<file path="config.mk">
export PLATFORM = sky130hd
export DESIGN_NAME = uart_msg_tx_flat
export DESIGN_NICKNAME = d
export VERILOG_FILES = /design/src/rtl/msg_pkg.sv /design/src/rtl/uart_msg_tx_if.sv /design/src/rtl/msg_byte_fifo.sv /design/src/rtl/uart_msg_tx.sv /design/src/flat_wrapper.sv
export SDC_FILE = /design/constraint.sdc
export NUM_CORES = 1
export LEC_CHECK = 0
export CAP_MARGIN = 30
export CORE_UTILIZATION = 55
export CTS_BUF_LIST = sky130_fd_sc_hd__clkbuf_8
export DETAILED_ROUTE_END_ITERATION = 8
export GPL_TIMING_DRIVEN = 0
export PLACE_DENSITY = 0.72
export SYNTH_ARGS = -nofsm -noshare
export SYNTH_HDL_FRONTEND = slang
export SYNTH_SLANG_ARGS = --single-unit
export TNS_END_PERCENT = 20
</file>
<file path="constraint.sdc">
create_clock -name clk_50M -period 8.3 [get_ports clk_50M]
set_clock_uncertainty 0.2 [all_clocks]
set_input_delay 1.66 -clock clk_50M [delete_from_list [all_inputs] [get_ports clk_50M]]
set_output_delay 1.66 -clock clk_50M [all_outputs]
set_load 0.03 [all_outputs]
</file>
<file path="src/rtl/msg_pkg.sv">
// Shared definitions for the message path: transmitter FSM states, ASCII
// constants used by the message stage, baud divisor and parity helper.
package msg_pkg;

    typedef enum logic [2:0] {
        IDLE   = 3'd0,
        START  = 3'd1,
        DATA   = 3'd2,
        PARITY = 3'd3,
        STOP   = 3'd4
    } tx_state_e;

    localparam logic [7:0] HASH    = 8'h23;
    localparam logic [7:0] DASH    = 8'h2D;
    localparam logic [7:0] CH_D    = 8'h44;
    localparam logic [7:0] CH_E    = 8'h45;
    localparam logic [7:0] CH_F    = 8'h46;
    localparam logic [7:0] CH_N    = 8'h4E;
    localparam logic [7:0] CH_P    = 8'h50;
    localparam logic [7:0] CH_R    = 8'h52;
    localparam logic [7:0] DIGIT_0 = 8'h30;

    localparam int unsigned CLKS_50M_115200 = 32'd434;

    // Even parity bit: XOR of all data bits.
    function automatic logic even_parity(input logic [7:0] data);
        return ^data;
    endfunction

endpackage

</file>
<file path="src/rtl/uart_msg_tx_if.sv">
// Byte-stream handshake and UART status signals between the message stage
// (master) and the transmitter (slave).
interface uart_msg_tx_if;
    logic [7:0] byte_in;
    logic       byte_valid;
    logic       byte_ready;
    logic       tx;
    logic       busy;
    logic       msg_done;
    logic       overflow;

    modport master (
        output byte_in, byte_valid,
        input  byte_ready, tx, busy, msg_done, overflow
    );

    modport slave (
        input  byte_in, byte_valid,
        output byte_ready, tx, busy, msg_done, overflow
    );
endinterface

</file>
<file path="src/rtl/msg_byte_fifo.sv">
// Synchronous byte FIFO; full/empty are registered from the next-state count
// so a write is refused whenever the FIFO was full before the edge.
module msg_byte_fifo #(
    parameter int unsigned DEPTH = 16,
    parameter int unsigned WIDTH = 8
) (
    input  logic                     clk,
    input  logic                     rst,
    input  logic                     push,
    input  logic                     pop,
    input  logic [WIDTH-1:0]         din,
    output logic [WIDTH-1:0]         dout,
    output logic                     full,
    output logic                     empty,
    output logic [$clog2(DEPTH):0]   count
);
    localparam int unsigned AW = $clog2(DEPTH);
    localparam logic [AW:0] DEPTH_CNT = (AW+1)'(DEPTH);

    logic [WIDTH-1:0] mem_q [DEPTH];
    logic [AW-1:0]    wr_ptr_q, wr_ptr_d;
    logic [AW-1:0]    rd_ptr_q, rd_ptr_d;
    logic [AW:0]      count_q, count_d;
    logic             full_q, empty_q;
    logic             do_push_s, do_pop_s;

    // Pointer and occupancy next-state.
    always_comb begin
        do_push_s = push && !full_q;
        do_pop_s  = pop && !empty_q;
        wr_ptr_d  = wr_ptr_q;
        rd_ptr_d  = rd_ptr_q;
        count_d   = count_q;
        if (do_push_s) begin
            wr_ptr_d = wr_ptr_q + AW'(1);
        end else begin
            wr_ptr_d = wr_ptr_q;
        end
        if (do_pop_s) begin
            rd_ptr_d = rd_ptr_q + AW'(1);
        end else begin
            rd_ptr_d = rd_ptr_q;
        end
        case ({do_push_s, do_pop_s})
            2'b10:   count_d = count_q + (AW+1)'(1);
            2'b01:   count_d = count_q - (AW+1)'(1);
            default: count_d = count_q;
        endcase
    end

    // Pointer, count and flag registers.
    always_ff @(posedge clk or posedge rst) begin
        if (rst) begin
            wr_ptr_q <= {AW{1'b0}};
            rd_ptr_q <= {AW{1'b0}};
            count_q  <= {(AW+1){1'b0}};
            full_q   <= 1'b0;
            empty_q  <= 1'b1;
        end else begin
            wr_ptr_q <= wr_ptr_d;
            rd_ptr_q <= rd_ptr_d;
            count_q  <= count_d;
            full_q   <= (count_d == DEPTH_CNT);
            empty_q  <= (count_d == {(AW+1){1'b0}});
        end
    end

    // Storage; contents are meaningless after reset because the pointers restart.
    always_ff @(posedge clk) begin
        if (do_push_s) begin
            mem_q[wr_ptr_q] <= din;
        end
    end

    assign dout  = mem_q[rd_ptr_q];
    assign full  = full_q;
    assign empty = empty_q;
    assign count = count_q;

endmodule

</file>
<file path="src/rtl/uart_msg_tx.sv">
// Buffered UART transmitter for the event message stream, 8N1 by default.
// Define UART_TX_PARITY_EN to insert an even-parity bit (8E1 framing).
module uart_msg_tx
    import msg_pkg::*;
#(
    parameter int unsigned CLKS_PER_BIT = CLKS_50M_115200,
    parameter int unsigned FIFO_DEPTH   = 32'd16,
    parameter logic [7:0]  TERM_BYTE    = HASH
) (
    input  logic         clk_50M,
    input  logic         rst,
    uart_msg_tx_if.slave bus
);
    localparam int unsigned    BW        = $clog2(CLKS_PER_BIT);
    localparam int unsigned    CW        = $clog2(FIFO_DEPTH) + 1;
    localparam logic [BW-1:0]  BAUD_LAST = BW'(CLKS_PER_BIT - 1);

    tx_state_e     state_q, state_d;
    logic [BW-1:0] baud_q, baud_d;
    logic [2:0]    bit_q, bit_d;
    logic [7:0]    tx_byte_q, tx_byte_d;
    logic          tx_q, tx_d;
    logic          busy_q, busy_d;
    logic          overflow_q, overflow_d;
    logic          done_stage_q, msg_done_q;
    logic          term_done_s, baud_last_s;
    logic          push_s, pop_s;
    logic [7:0]    fifo_dout_s;
    logic          fifo_full_s, fifo_empty_s;
    logic [CW-1:0] fifo_count_s;

    assign push_s      = bus.byte_valid && !fifo_full_s;
    assign baud_last_s = (baud_q == BAUD_LAST);

    msg_byte_fifo #(
        .DEPTH (FIFO_DEPTH),
        .WIDTH (32'd8)
    ) u_fifo (
        .clk   (clk_50M),
        .rst   (rst),
        .push  (push_s),
        .pop   (pop_s),
        .din   (bus.byte_in),
        .dout  (fifo_dout_s),
        .full  (fifo_full_s),
        .empty (fifo_empty_s),
        .count (fifo_count_s)
    );

    // Frame sequencer: STOP chains straight into the next START when data waits.
    always_comb begin
        state_d     = state_q;
        baud_d      = baud_q;
        bit_d       = bit_q;
        tx_byte_d   = tx_byte_q;
        pop_s       = 1'b0;
        term_done_s = 1'b0;
        case (state_q)
            IDLE: begin
                baud_d = {BW{1'b0}};
                bit_d  = 3'd0;
                if (!fifo_empty_s) begin
                    pop_s     = 1'b1;
                    tx_byte_d = fifo_dout_s;
                    state_d   = START;
                end else begin
                    state_d = IDLE;
                end
            end
            START: begin
                if (baud_last_s) begin
                    baud_d  = {BW{1'b0}};
                    state_d = DATA;
                end else begin
                    baud_d = baud_q + BW'(1);
                end
            end
            DATA: begin
                if (baud_last_s) begin
                    baud_d = {BW{1'b0}};
                    if (bit_q == 3'd7) begin
                        bit_d = 3'd0;
`ifdef UART_TX_PARITY_EN
                        state_d = PARITY;
`else
                        state_d = STOP;
`endif
                    end else begin
                        bit_d = bit_q + 3'd1;
                    end
                end else begin
                    baud_d = baud_q + BW'(1);
                end
            end
`ifdef UART_TX_PARITY_EN
            PARITY: begin
                if (baud_last_s) begin
                    baud_d  = {BW{1'b0}};
                    state_d = STOP;
                end else begin
                    baud_d = baud_q + BW'(1);
                end
            end
`endif
            STOP: begin
                if (baud_last_s) begin
                    baud_d      = {BW{1'b0}};
                    term_done_s = (tx_byte_q == TERM_BYTE);
                    if (!fifo_empty_s) begin
                        pop_s     = 1'b1;
                        tx_byte_d = fifo_dout_s;
                        state_d   = START;
                    end else begin
                        state_d = IDLE;
                    end
                end else begin
                    baud_d = baud_q + BW'(1);
                end
            end
            default: begin
                state_d = IDLE;
                baud_d  = {BW{1'b0}};
                bit_d   = 3'd0;
            end
        endcase
    end

    // Line level follows the state one cycle later, so tx/busy/msg_done share a timebase.
    always_comb begin
        tx_d = 1'b1;
        case (state_q)
            START:   tx_d = 1'b0;
            DATA:    tx_d = tx_byte_q[bit_q];
`ifdef UART_TX_PARITY_EN
            PARITY:  tx_d = even_parity(tx_byte_q);
`endif
            default: tx_d = 1'b1;
        endcase
        busy_d     = (state_q != IDLE) || (fifo_count_s != {CW{1'b0}});
        overflow_d = overflow_q || (bus.byte_valid && fifo_full_s);
    end

    // State and output registers.
    always_ff @(posedge clk_50M or posedge rst) begin
        if (rst) begin
            state_q      <= IDLE;
            baud_q       <= {BW{1'b0}};
            bit_q        <= 3'd0;
            tx_byte_q    <= 8'h00;
            tx_q         <= 1'b1;
            busy_q       <= 1'b0;
            overflow_q   <= 1'b0;
            done_stage_q <= 1'b0;
            msg_done_q   <= 1'b0;
        end else begin
            state_q      <= state_d;
            baud_q       <= baud_d;
            bit_q        <= bit_d;
            tx_byte_q    <= tx_byte_d;
            tx_q         <= tx_d;
            busy_q       <= busy_d;
            overflow_q   <= overflow_d;
            done_stage_q <= term_done_s;
            msg_done_q   <= done_stage_q;
        end
    end

    assign bus.tx         = tx_q;
    assign bus.busy       = busy_q;
    assign bus.msg_done   = msg_done_q;
    assign bus.overflow   = overflow_q;
    assign bus.byte_ready = !fifo_full_s;

endmodule

</file>
<file path="src/flat_wrapper.sv">
// flat-port wrapper written by rule: the top's interface ports become plain ports
module uart_msg_tx_flat import msg_pkg::*;
#(
    parameter int unsigned CLKS_PER_BIT = CLKS_50M_115200,
    parameter int unsigned FIFO_DEPTH   = 32'd16,
    parameter logic [7:0]  TERM_BYTE    = HASH
)
  (clk_50M, rst, bus_byte_in, bus_byte_valid, bus_byte_ready, bus_tx, bus_busy, bus_msg_done, bus_overflow);
  uart_msg_tx_if bus_i ();
  input  logic clk_50M;
  input  logic rst;
  input wire logic [$bits(bus_i.byte_in)-1:0] bus_byte_in;
  input wire logic [$bits(bus_i.byte_valid)-1:0] bus_byte_valid;
  output wire logic [$bits(bus_i.byte_ready)-1:0] bus_byte_ready;
  output wire logic [$bits(bus_i.tx)-1:0] bus_tx;
  output wire logic [$bits(bus_i.busy)-1:0] bus_busy;
  output wire logic [$bits(bus_i.msg_done)-1:0] bus_msg_done;
  output wire logic [$bits(bus_i.overflow)-1:0] bus_overflow;
  assign bus_i.byte_in = bus_byte_in;
  assign bus_i.byte_valid = bus_byte_valid;
  assign bus_byte_ready = bus_i.byte_ready;
  assign bus_tx = bus_i.tx;
  assign bus_busy = bus_i.busy;
  assign bus_msg_done = bus_i.msg_done;
  assign bus_overflow = bus_i.overflow;
  uart_msg_tx #(.CLKS_PER_BIT(CLKS_PER_BIT), .FIFO_DEPTH(FIFO_DEPTH), .TERM_BYTE(TERM_BYTE)) u_core (.clk_50M(clk_50M), .rst(rst), .bus(bus_i));
endmodule
</file>
### Word-level counts from Yosys, hierarchy flattened

Memories as Yosys holds them, arrays and structs flattened.
Index checks and enable logic that the tools add are counted.

| storage, ports and cells | value |
|---|---|
| flip-flop bits (word level) | 43 |
| memory bits (writable) | 128 |
| input bits | 11 |
| memories kept | 1 |

Memory list:

| memory | words | width | rd ports | clocked after memory_dff | write ports | line | text |
|---|---|---|---|---|---|---|---|
| u_core.u_fifo.mem_q | 16 | 8 | 1 | 0 | 1 | msg_byte_fifo.sv:20 | `logic [WIDTH-1:0] mem_q [DEPTH];` |

| operators by class | value |
|---|---|
| $add $sub $neg | 6 |
| magnitude comparators | 1 |
| equality and inequality tests | 13 |
| mux-type cells | 25 |
| bitwise gates (word level) | 1 |
| reduce and logical (&&, ||, !) cells | 18 |

Operators with widths:

| kind | number |
|---|---|
| $mux W3 | 6 |
| $mux W9 | 2 |
| $mux W8 | 2 |
| $pmux W8 S2 | 1 |
| $pmux W3 S4 | 1 |
| $pmux W5 S2 | 1 |
| $add A9 B1 Y9 const B | 1 |
| $eq A9 B9 Y1 const B | 1 |
| $add A4 B1 Y4 const B | 2 |
| $eq A8 B6 Y1 const B | 1 |
| $mux W1 | 8 |
| $ne A2 B1 Y1 const B | 4 |
| $eq A3 B3 Y1 const B | 2 |
| $pmux W3 S2 | 1 |
| $add A5 B1 Y5 const B | 1 |
| $eq A5 B5 Y1 const B | 1 |
| $logic_not A5 Y1 | 1 |
| $reduce_bool A5 Y1 | 1 |
| $sub A5 B1 Y5 const B | 1 |
| $logic_and A1 B1 Y1 | 4 |
| $lt A3 B4 Y1 const B | 1 |
| $pmux W1 S2 | 2 |
| $reduce_and A2 Y1 | 2 |
| $reduce_and A4 Y1 | 1 |
| other kinds (14) | 16 |

### Longest topological paths before layout

Gate-level depths: netlist of run 1.

| depth | value |
|---|---|
| word-level depth | 7 |
| depth in mapped cells | 13 |
| mapped depth without buffers | 12 |

### Hierarchy

Synthesis of run 1 repeated with hierarchy kept, for this count alone.

| unflattened totals | value |
|---|---|
| cell total of the unflattened synthesis | 408 |
| area total of the unflattened synthesis | 7169.4 sq um |

Modules (own cells, without submodules):

| module | instances | cells an instance | area each (sq um) |
|---|---|---|---|
| msg_byte_fifo | 1 | 281 | 5773.0 |
| uart_msg_tx | 1 | 127 | 1396.3 |

### Least setup slack after synthesis of run 1

Ideal clock, no wire load.

| path | value |
|---|---|
| kind | in2reg |
| start | in bus_byte_valid |
| end | reg u_core.u_fifo.empty_q, in the netlist u_core.u_fifo.empty |
| arrival time | 3.683 ns |
| setup slack | 4.321 ns |
| stages on the path | 9 |
| cell sequence | nor2b_1 > clkbuf_1 > inv_1 > ha_1 > fa_1 > a21o_1 > a2111oi_0 > nand4b_1 > nor4bb_1 |

| on the way | value |
|---|---|
| word-level cells in the longest chain between the ends | 5 |
| elaborated cells between the ends (all ways) | 6 |
| classes of those cells | 2 x eq/ne; 1 x mux; 3 x reduce/logical |

RTL lines:

| element | line | text |
|---|---|---|
| from (decl) | flat_wrapper.sv:13 | `input wire logic [$bits(bus_i.byte_valid)-1:0] bus_byte_valid;` |
| $logic_and A1 B1 Y1 (*) | uart_msg_tx.sv:32 | `assign push_s = bus.byte_valid && !fifo_full_s;` |
| $logic_and A1 B1 Y1 (*) | msg_byte_fifo.sv:29 | `do_push_s = push && !full_q;` |
| $eq A2 B1 Y1 or $eq A2 B2 Y1 (tied branches) | msg_byte_fifo.sv:44 | `case ({do_push_s, do_pop_s})` |
| $pmux W5 S2 (*) | msg_byte_fifo.sv:44 |  |
| $logic_not A5 Y1 (*) | msg_byte_fifo.sv:64 | `empty_q <= (count_d == {(AW+1){1'b0}});` |
| to (signal assigned) | msg_byte_fifo.sv:64 |  |
| to (decl) | msg_byte_fifo.sv:24 | `logic full_q, empty_q;` |

Mark *: on every way between the ends. The rest lies on a longest branch, timed or not.
A chain may end at the register's enable or synchronous reset.

### Final worst setup path of run 1

Same ends and word-level chain as after synthesis.

==> results of run 1 <==
-- area by class of cell --
class | instances | area, um2
flip-flops and latches | 171 | 4920
fillers | 919 | 4700
multi-input cells | 216 | 2210
clock buffers | 17 | 234
well taps | 172 | 215
clock inverters | 15 | 183
repair buffers | 15 | 150
plain buffers | 17 | 106
inverters | 14 | 52.6
-- state kept, by name (all words and copies together) (netlist names) --
name / cells
u_core.baud_q: 9
u_core.bit_q: 3
u_core.bus.busy: 1
u_core.bus.msg_done: 1
u_core.bus.overflow: 1
u_core.bus.tx: 1
u_core.done_stage_q: 1
u_core.state_q: 3
u_core.tx_byte_q: 8
u_core.u_fifo.count: 5
u_core.u_fifo.empty: 1
u_core.u_fifo.full: 1
u_core.u_fifo.mem_q: 128
u_core.u_fifo.rd_ptr_q: 4
u_core.u_fifo.wr_ptr_q: 4
-- placed cells by master (no fill, tap or decap), drive strengths merged, types with 3 or more instances in the layout --
cell           synthesis  final
xnor2                 14     14
and3                   3      3
nor3                   6      6
and2                  16     16
nand4                  5      5
dfrtp                 41     41
edfxtp               128    128
mux4                  34     34
buf                   10     10
clkbuf                 7     24
nor2                  23     23
inv                   14     18
clkdlybuf4s50          0     15
nand2                  8      8
bufinv                 0      4
ha                    13     13
mux2                  10     10
clkinv                 0      6
nand3                  8      8
mux2i                 28     28
a21oi                  7      7
a21o                   5      5
nor3b                  5      5
o21ai                  7      7
-- per-layer routing --
layer | wire, um | share of wire
met1 | 5700 | 0.45
met2 | 6240 | 0.49
met3 | 507 | 0.040
met4 | 252 | 0.020
met5 | 0 | 0
-- cells by family after synthesis --
logic type / after synthesis / synth area share
mux: 72 / 0.169
compound gates: 27 / 0.0237
simple gates: 87 / 0.0671
buf+inv: 31 / 0.0218
fa+ha+maj: 14 / 0.0250
xor+xnor: 16 / 0.0192
flops: 171 / 0.675
-- how the worst min path moves through the flow --
stage	end	slack (ps)	depth (start not counted)
finish	u_core.bus.msg_done	160	0
global route	u_core.bus.msg_done	180	0
CTS	u_core.bus.msg_done	160	0
detailed placement	u_core.bus.msg_done	140	0
global placement	u_core.bus.msg_done	140	0
floorplan	u_core.bus.msg_done	130	0
-- power breakdown --
part	leakage [nW]	internal [mW]	total [mW]	switching, mW
Clock	0.219	0.323	0.609	0.286
Sequential	1.69	1.07	1.14	0.0752
Combinational	1.05	0.437	0.924	0.486
-- stage by stage --
stage | util | std cells | setup WS (ps)
6_report | 0.632 | 637 | 3810
5_1_grt | 0.632 | 637 | 3590
4_1_cts | 0.632 | 637 | 3850
3_5_place_dp | 0.600 | 605 | 3370
3_3_place_gp | 0.600 | 605 | 3520
2_1_floorplan | - | 418 | 4320
==> results.md, run 1 <==
- Status: finished, final reports clean
- Top cells by count, synth: edfxtp_1, dfrtp_1, mux2i_1
- Min-delay worst type: flop to flop
- Sum Neg Setup Slack: 0 ps
- Crit path max-delay cell type: clkdlybuf4s50_1
- Min Hold Slack: 161 ps
- R2R Setup Slk: 4540 ps
- Longest Clk Path Bufs: 2
- Startpoint Class: primary input
- RSZ-0062 raised after global routing: false
- Setup CP Type: primary input to flop
- Routing usage on met3: 0.0484
- Row Count: 41
- Slew @ Worst Pin: 890 ps
- Syn Nets: 443
- Post-DP Area: 7660 um2
- Critical Path End: u_core.u_fifo.empty
- Crit end category: flop
- CTS resizes: 0
- Critical-path cell list: clkdlybuf4s50_1 -> nor2b_1 -> clkbuf_1 -> inv_1 -> ha_1 -> fa_1 -> a21o_1 -> a2111oi_0 -> nand4b_1 -> nor4bb_1
- Chip Width: 117 um
- Max Fclk: 0.223 GHz
- Lkg Pwr: 2.96 nW
- Ys Warns: 0
- Final Max Slew Viols: 0
- H-tree depth: 4
- Clock sinks: 171
- Met1 GRT Util: 0.280
- Relative slew slack: 0.406
- Drt wl/cell: 19.9 um
- Routed vias/inst: 5.78
- Total chip power: 2.67 mW
- PortBufs: 15
- First-pass GRT wire length: 20200 um
- Dpl hpwl: 8610 um
- Period utilization: 0.541
- Most crowded layer after global routing: met2
- Placer Congestion: 0.776
- Synth Flop Type: edfxtp_1
- Crit. Startpoint: bus_byte_valid
- Grt ovf: 0
- Reg2Reg Depth: 12
- CP Data Required Time: 8440 ps
- Pin count of the biggest net entering global routing: 44
- I/O pins: 16
- Yosys top cell area share: 0.527
- Total Routing Usage GR: 0.211
- Cell area after synthesis: 7300 um2
- Design Area, Final: 8080 um2
- Critical path's largest stage delay: 470 ps
- Routing usage on met2: 0.340
- Post-Syn Instances: 418
- Core Region: 12800 um2
- # diodes: 0
- Count leader, synth: edfxtp_1
- Cell variety after synth: 46
- Max-cap violations: 0
- Initial antenna violation count: 0
- Reg2reg end: u_core.u_fifo.empty
- WL final: 12700 um
- Cts hold-fix bufs: 0
- Vias in the first global route: 3767
- Synth Register Bits: 171
- DR pass1 iterations: 4
- Async SR Flop Fraction: 0.251
- Count of final hold-check violations: 0
- Peak supply drop: 0.135 mV
- Post-synth EDFFs: 128
- Die Height: 117 um
- Residual DRC: 0
- Bufs and invs on worst path: 3
- Fraction of layout cells with a size suffix above 1: 0.144
- Initial Utilization: 0.571
- Worst Path Arrival: 4630 ps
- Final setup viols: 0
- Worst path depth: 10
- CP max FO: 8
- CTS buffer count: 17
- FF-to-FF Start: u_core.baud_q[0]
- Min cycle time layout: 4490 ps
- Hold_sp: u_core.done_stage_q
- PwrDens: 331 nW/um2
- Root Buffer: clkbuf_8
- Synth area leaders: edfxtp_1, dfrtp_1, mux4_1, mux4_2, mux2i_1
- Antenna Nets Post-Route: 0
- Clock transition at the registers of the reported paths: 80 ps
- DRT iter0 DRCs: 218
- Sequential-to-total area share from yosys stat: 0.675
- Vias after detailed routing: 3681
- Clk Latency, worst-skew pair: 450 ps
- CP top delay family: buffers and inverters
- Post-CTS Setup Bufs: 0
- Die area: 13700 um2
- Nets: 477
- Syn Area/Cell: 17.5 um2
- Dominant cell type by area after synthesis: edfxtp_1
- CTS tree: done
- Area delta synth->final: 10.7%
(Power assumes the default switching activity.)
==> inputs of run 2 (changes only) <==
- PLACE_DENSITY: 0.72 -> 0.75
- clock period: 8.3 -> 3.85 ns (I/O delays scaled with it)
==> run 2 against run 1 <==
Net effect:
- first-iteration DRC count increased by 67%
- sequential power grew 120%
- die area unchanged
- combinational power is 120% higher
- count of clock-buffer cells in the layout unchanged
- via count grew 0.43%
- global-route usage rose by 0.13 points
- cell area rose by 0.15%
- clock power rose by 110%
- critical path type is now flop to flop
==> results.md, run 2 (synthesis gave the netlist of run 1 again) <==
- Worst Path Arrival: 3840 ps
- Chip Width: 117 um
- Relative slew slack: 0.540
- Clk Latency, worst-skew pair: 450 ps
- Min cycle time layout: 3750 ps
- Commonest non-fill, non-tap cell in the layout: edfxtp_1
- Max-cap violations: 0
- Die area: 13700 um2
- Fillers: 905
- RSZ-0062 raised after global routing: true
- Peak supply drop: 0.339 mV
- Total Routing Usage GR: 0.212
- Routed vias/inst: 5.80
- DRT iter0 DRCs: 364
- Sw frac: 0.318
- Max reg flops: 128
- Startpoint Class: flop
- Row Count: 41
- Cts hold-fix bufs: 0
- CP top delay family: compound AO/OA/AOI/OAI gates
- Layout Cells excl Fill: 637
- I/O pins: 16
- Final Worst Setup Slack: 104 ps
- Status: finished, final reports clean
- Root Buffer: clkbuf_8
- WL final: 12800 um
- Sum Neg Setup Slack: 0 ps
- Multi-input gate area: 2220 um2
- CTS buffer count: 17
- Dpl ws: -145 ps
- Bufs and invs on worst path: 3
- Commonest non-fill, non-tap cells in the layout: edfxtp_1, dfrtp_1, mux2i_1
- Sequential share of power: 0.427
- Max Fclk: 0.267 GHz
- Net Switching: 1.83 mW
- DR pass1 iterations: 4
- CTS tree: done
- Antenna Nets Post-Route: 0
- Final Max Slew Viols: 0
- Min-delay worst type: flop to flop
- Initial Utilization: 0.571
- # diodes: 0
- Initial antenna violation count: 0
- Period utilization: 0.973
- Critical-path cell list: inv_1 -> ha_1 -> and4b_1 -> nand4_4 -> a21o_1 -> buf_4 -> inv_1 -> ha_2 -> ha_1 -> xnor2_1 -> o21ai_0 -> or2_2 -> a211oi_1
- Placed insts: 606
- Longest Clk Path Bufs: 2
- Slew @ Worst Pin: 690 ps
- Die Height: 117 um
- Dpl hpwl: 8700 um
- Pin count of the biggest net entering global routing: 32
- PortBufs: 15
- PwrDens: 714 nW/um2
- Drt wl/cell: 20.1 um
- Int Pwr: 3.94 mW
- Clock power frac: 0.222
- First-pass GRT wire length: 20300 um
- Reg with most FFs: u_core.u_fifo.mem_q
- Fraction of layout cells with a size suffix above 1: 0.142
- Register area: 4920 um2
- Residual DRC: 0
- Crit end category: flop
- Placer Congestion: 0.751
- Biggest regs: u_core.u_fifo.mem_q (128), u_core.baud_q (9), u_core.tx_byte_q (8)
- Final setup viols: 0
- Area delta synth->final: 10.9%
- Core Region: 12800 um2
- Proportion of power drawn by combinational gates: 0.352
- Critical path's largest stage delay: 430 ps
- H-tree depth: 4
- Grt ovf: 0
- Clock transition at the registers of the reported paths: 80 ps
- Vias in the first global route: 3772
- Lkg Pwr: 2.97 nW
- Nets: 478
- Count of final hold-check violations: 0
- CP max FO: 10
- Clock sinks: 171
- Setup CP Type: flop to flop
- CP Data Required Time: 3950 ps
- Crit path max-delay cell type: a211oi_1
- Vias after detailed routing: 3697
[run 2: final timing paths]
check	cells past startpoint	slack (ps)	startpoint	to
setup / recovery	13	100	u_core.baud_q[1]	u_core.u_fifo.full
setup reg to reg	13	100	u_core.baud_q[1]	u_core.u_fifo.full
min in group asynchronous	2	390	rst	u_core.u_fifo.count[4]
hold reg to reg	0	150	u_core.done_stage_q	u_core.bus.msg_done
hold / removal	0	150	u_core.done_stage_q	u_core.bus.msg_done
max in group asynchronous	3	2520	rst	u_core.bus.tx
[run 2: layout make-up]
class | count | share of cell area
inverter | 14 | 0.00650
clock inverter | 14 | 0.0206
multi-input combinational | 216 | 0.275
timing repair buffer | 16 | 0.0210
buffer | 17 | 0.0131
clock buffer | 17 | 0.0289
tap | 172 | 0.0266
sequential | 171 | 0.608
[run 2: power groups by stage]
stage	sequential (mW)	combinational (mW)	clock, mW
final	2.46	2.03	1.28
after global routing	2.50	2.21	1.36
after detailed placement	2.50	2.02	0
after CTS	2.46	2.03	1.29
after global placement	2.48	1.94	0
after floorplan	2.48	1.50	0
[run 2: repair_timing]
item,4_1_cts,5_1_grt
setup buffers,0,0
gates resized for setup,0,3
endpoints found under the setup margin,0,2
[run 2: per-stage QoR]
stage          hold slack, ps  total power, mW   util  cell area (um2)
2_1_floorplan             131             3.97      -             7300
3_3_place_gp              135             4.42  0.600             7660
3_5_place_dp              136             4.52  0.601             7680
4_1_cts                   154             5.79  0.633             8080
5_1_grt                   164             6.07  0.633             8090
6_report                  150             5.77  0.633             8090
[run 2: per-layer routing]
| layer | wire length [um] | global-route usage | vias to the layer above |
|---|---|---|---|
| li1 | - | - | 1696 |
| met1 | 5720 | 0.293 | 1906 |
| met2 | 6350 | 0.330 | 75 |
| met3 | 486 | 0.0469 | 20 |
| met4 | 240 | 0.0920 | 0 |
| met5 | 0 | 0 | - |
==> inputs of run 3 (changes only) <==
- GPL_TIMING_DRIVEN: 0 -> default
- PLACE_DENSITY: 0.75 -> 0.72
- clock period: 3.85 -> 4.14 ns (I/O delays scaled with it)
==> run 3 against run 2 <==
Net effect:
- combinational power down 21%
- sequential cell count unchanged
- wire length down 2.2%
- non-clock buffer count down 12
- via count down 1.2%
- largest power group unchanged
==> results.md, run 3 (synthesis gave the netlist of run 1 again) <==
- Status: finished, final reports clean
- Post-DP Area: 7620 um2
- DR pass1 iterations: 4
- Most frequent CP cell: ha_1
- # diodes: 0
- PortBufs: 15
- CP max FO: 9
- I/O pins: 16
- Nets: 466
- R2R Setup Slk: 750 ps
- Placer Congestion: 0.719
- Fillers: 903
- Cts hold-fix bufs: 0
- Final setup viols: 0
- Sum Neg Setup Slack: 0 ps
- Period utilization: 0.819
- WHS Path Cells: 0
- Biggest regs: u_core.u_fifo.mem_q (128), u_core.baud_q (9), u_core.tx_byte_q (8)
- Initial antenna violation count: 0
- H-tree depth: 4
- Setup CP Type: flop to flop
- First-pass GRT wire length: 20100 um
- Max-cap violations: 0
- Max reg flops: 128
- Relative slew slack: 0.457
- Hold_sp: u_core.done_stage_q
- Longest Clk Path Bufs: 2
- WL final: 12500 um
- Min Hold Slack: 153 ps
- Total Routing Usage GR: 0.210
- Total chip power: 5.24 mW
- Min-delay worst type: flop to flop
- Fraction of layout cells with a size suffix above 1: 0.141
- Peak supply drop: 0.354 mV
- CP Data Required Time: 4290 ps
- Reg2reg end: u_core.u_fifo.empty
- Initial Utilization: 0.571
- DRT iter0 DRCs: 225
- Bufs and invs on worst path: 2
- Reg with most FFs: u_core.u_fifo.mem_q
- Max Fclk: 0.295 GHz
- Crit end category: flop
- Root Buffer: clkbuf_8
- RSZ-0062 raised after global routing: false
- Share of the core filled with cells in the final layout: 0.627
- Die area: 13700 um2
- Antenna Nets Post-Route: 0
- Slew @ Worst Pin: 814 ps
- Die Height: 117 um
- CTS buffer count: 17
- Drt wl/cell: 20.0 um
- Commonest non-fill, non-tap cell in the layout: edfxtp_1
- Clock transition at the registers of the reported paths: 90 ps
- Core Region: 12800 um2
- Clock sinks: 171
- Worst hold endpoint: u_core.bus.msg_done
- Vias in the first global route: 3706
- Routed vias/inst: 5.84
- Min cycle time layout: 3390 ps
- Crit path max-delay cell type: dfrtp_1
- Critical-path cell list: inv_1 -> ha_1 -> and4b_1 -> nand4_4 -> a21o_1 -> inv_1 -> ha_1 -> ha_1 -> a21o_1 -> a2111oi_0 -> nand4b_1 -> nor4bb_1
- Grt ovf: 0
- Reg2Reg Depth: 12
- Startpoint Class: flop
- Clk Latency, worst-skew pair: 460 ps
- CTS resizes: 0
- Vias after detailed routing: 3651
- CTS tree: done
- Worst Path Arrival: 3540 ps
- Dpl hpwl: 8290 um
- Design Area, Final: 8010 um2
- Lkg Pwr: 2.92 nW
- Area delta synth->final: 9.79%
- Post-CTS Setup Bufs: 0
- Count of final hold-check violations: 0
- CP top delay family: simple AND/OR/NAND/NOR gates
- Chip Width: 117 um
- FF-to-FF Start: u_core.baud_q[1]
- Pin count of the biggest net entering global routing: 35
- Residual DRC: 0
- Final Max Slew Viols: 0
- Row Count: 41
- PwrDens: 654 nW/um2
- Critical path's largest stage delay: 420 ps
- Commonest non-fill, non-tap cells in the layout: edfxtp_1, dfrtp_1, mux2i_1
run 3: changes by cell type in the layout (fill, tap and decap cells not counted), sizes merged:
cell,change
bufinv,-1
inv,-3
clkbuf,-7
clkinv,+4
buf,-5
run 3: how the worst max path moves through the flow:
stage	start	endpoint	slack, ps	cells after the start
floorplan	u_core.baud_q[0]	u_core.u_fifo.empty	950	12
global placement	bus_byte_valid	u_core.u_fifo.empty	600	9
detailed placement	bus_byte_valid	u_core.u_fifo.empty	410	9
CTS	u_core.baud_q[1]	u_core.u_fifo.empty	700	12
global route	u_core.baud_q[1]	u_core.u_fifo.empty	360	12
finish	u_core.baud_q[1]	u_core.u_fifo.empty	750	12
run 3: power breakdown:
part	total (mW)	leakage (nW)	internal [mW]	switching [mW]
Combinational	1.61	1.03	0.851	0.762
Sequential	2.48	1.69	2.14	0.338
Clock	1.15	0.203	0.585	0.569
Total	5.24	2.92	3.57	1.67
run 3: final cells by class:
cell class,count,area (um2),share of cell area
sequential,171,4920,0.615
inverter,14,52.6,0.00656
clock inverter,14,154,0.0192
clock buffer,17,234,0.0292
tap,172,215,0.0269
timing repair buffer,21,215,0.0269
multi-input combinational,216,2210,0.276
run 3: layer usage:
metal  vias up  global-route usage  part of all wire
li1       1680                   -                 -
met4         0              0.0658             0.016
met1      1862               0.289              0.43
met3        22              0.0566             0.052
met2        87               0.329              0.50
met5         -                   0                 0
run 3: per-stage QoR:
stage               instances  setup WS, ps
floorplan                 418           954
global placement          593           598
detailed placement        594           415
CTS                       625           697
global route              625           364
finish                    625           750
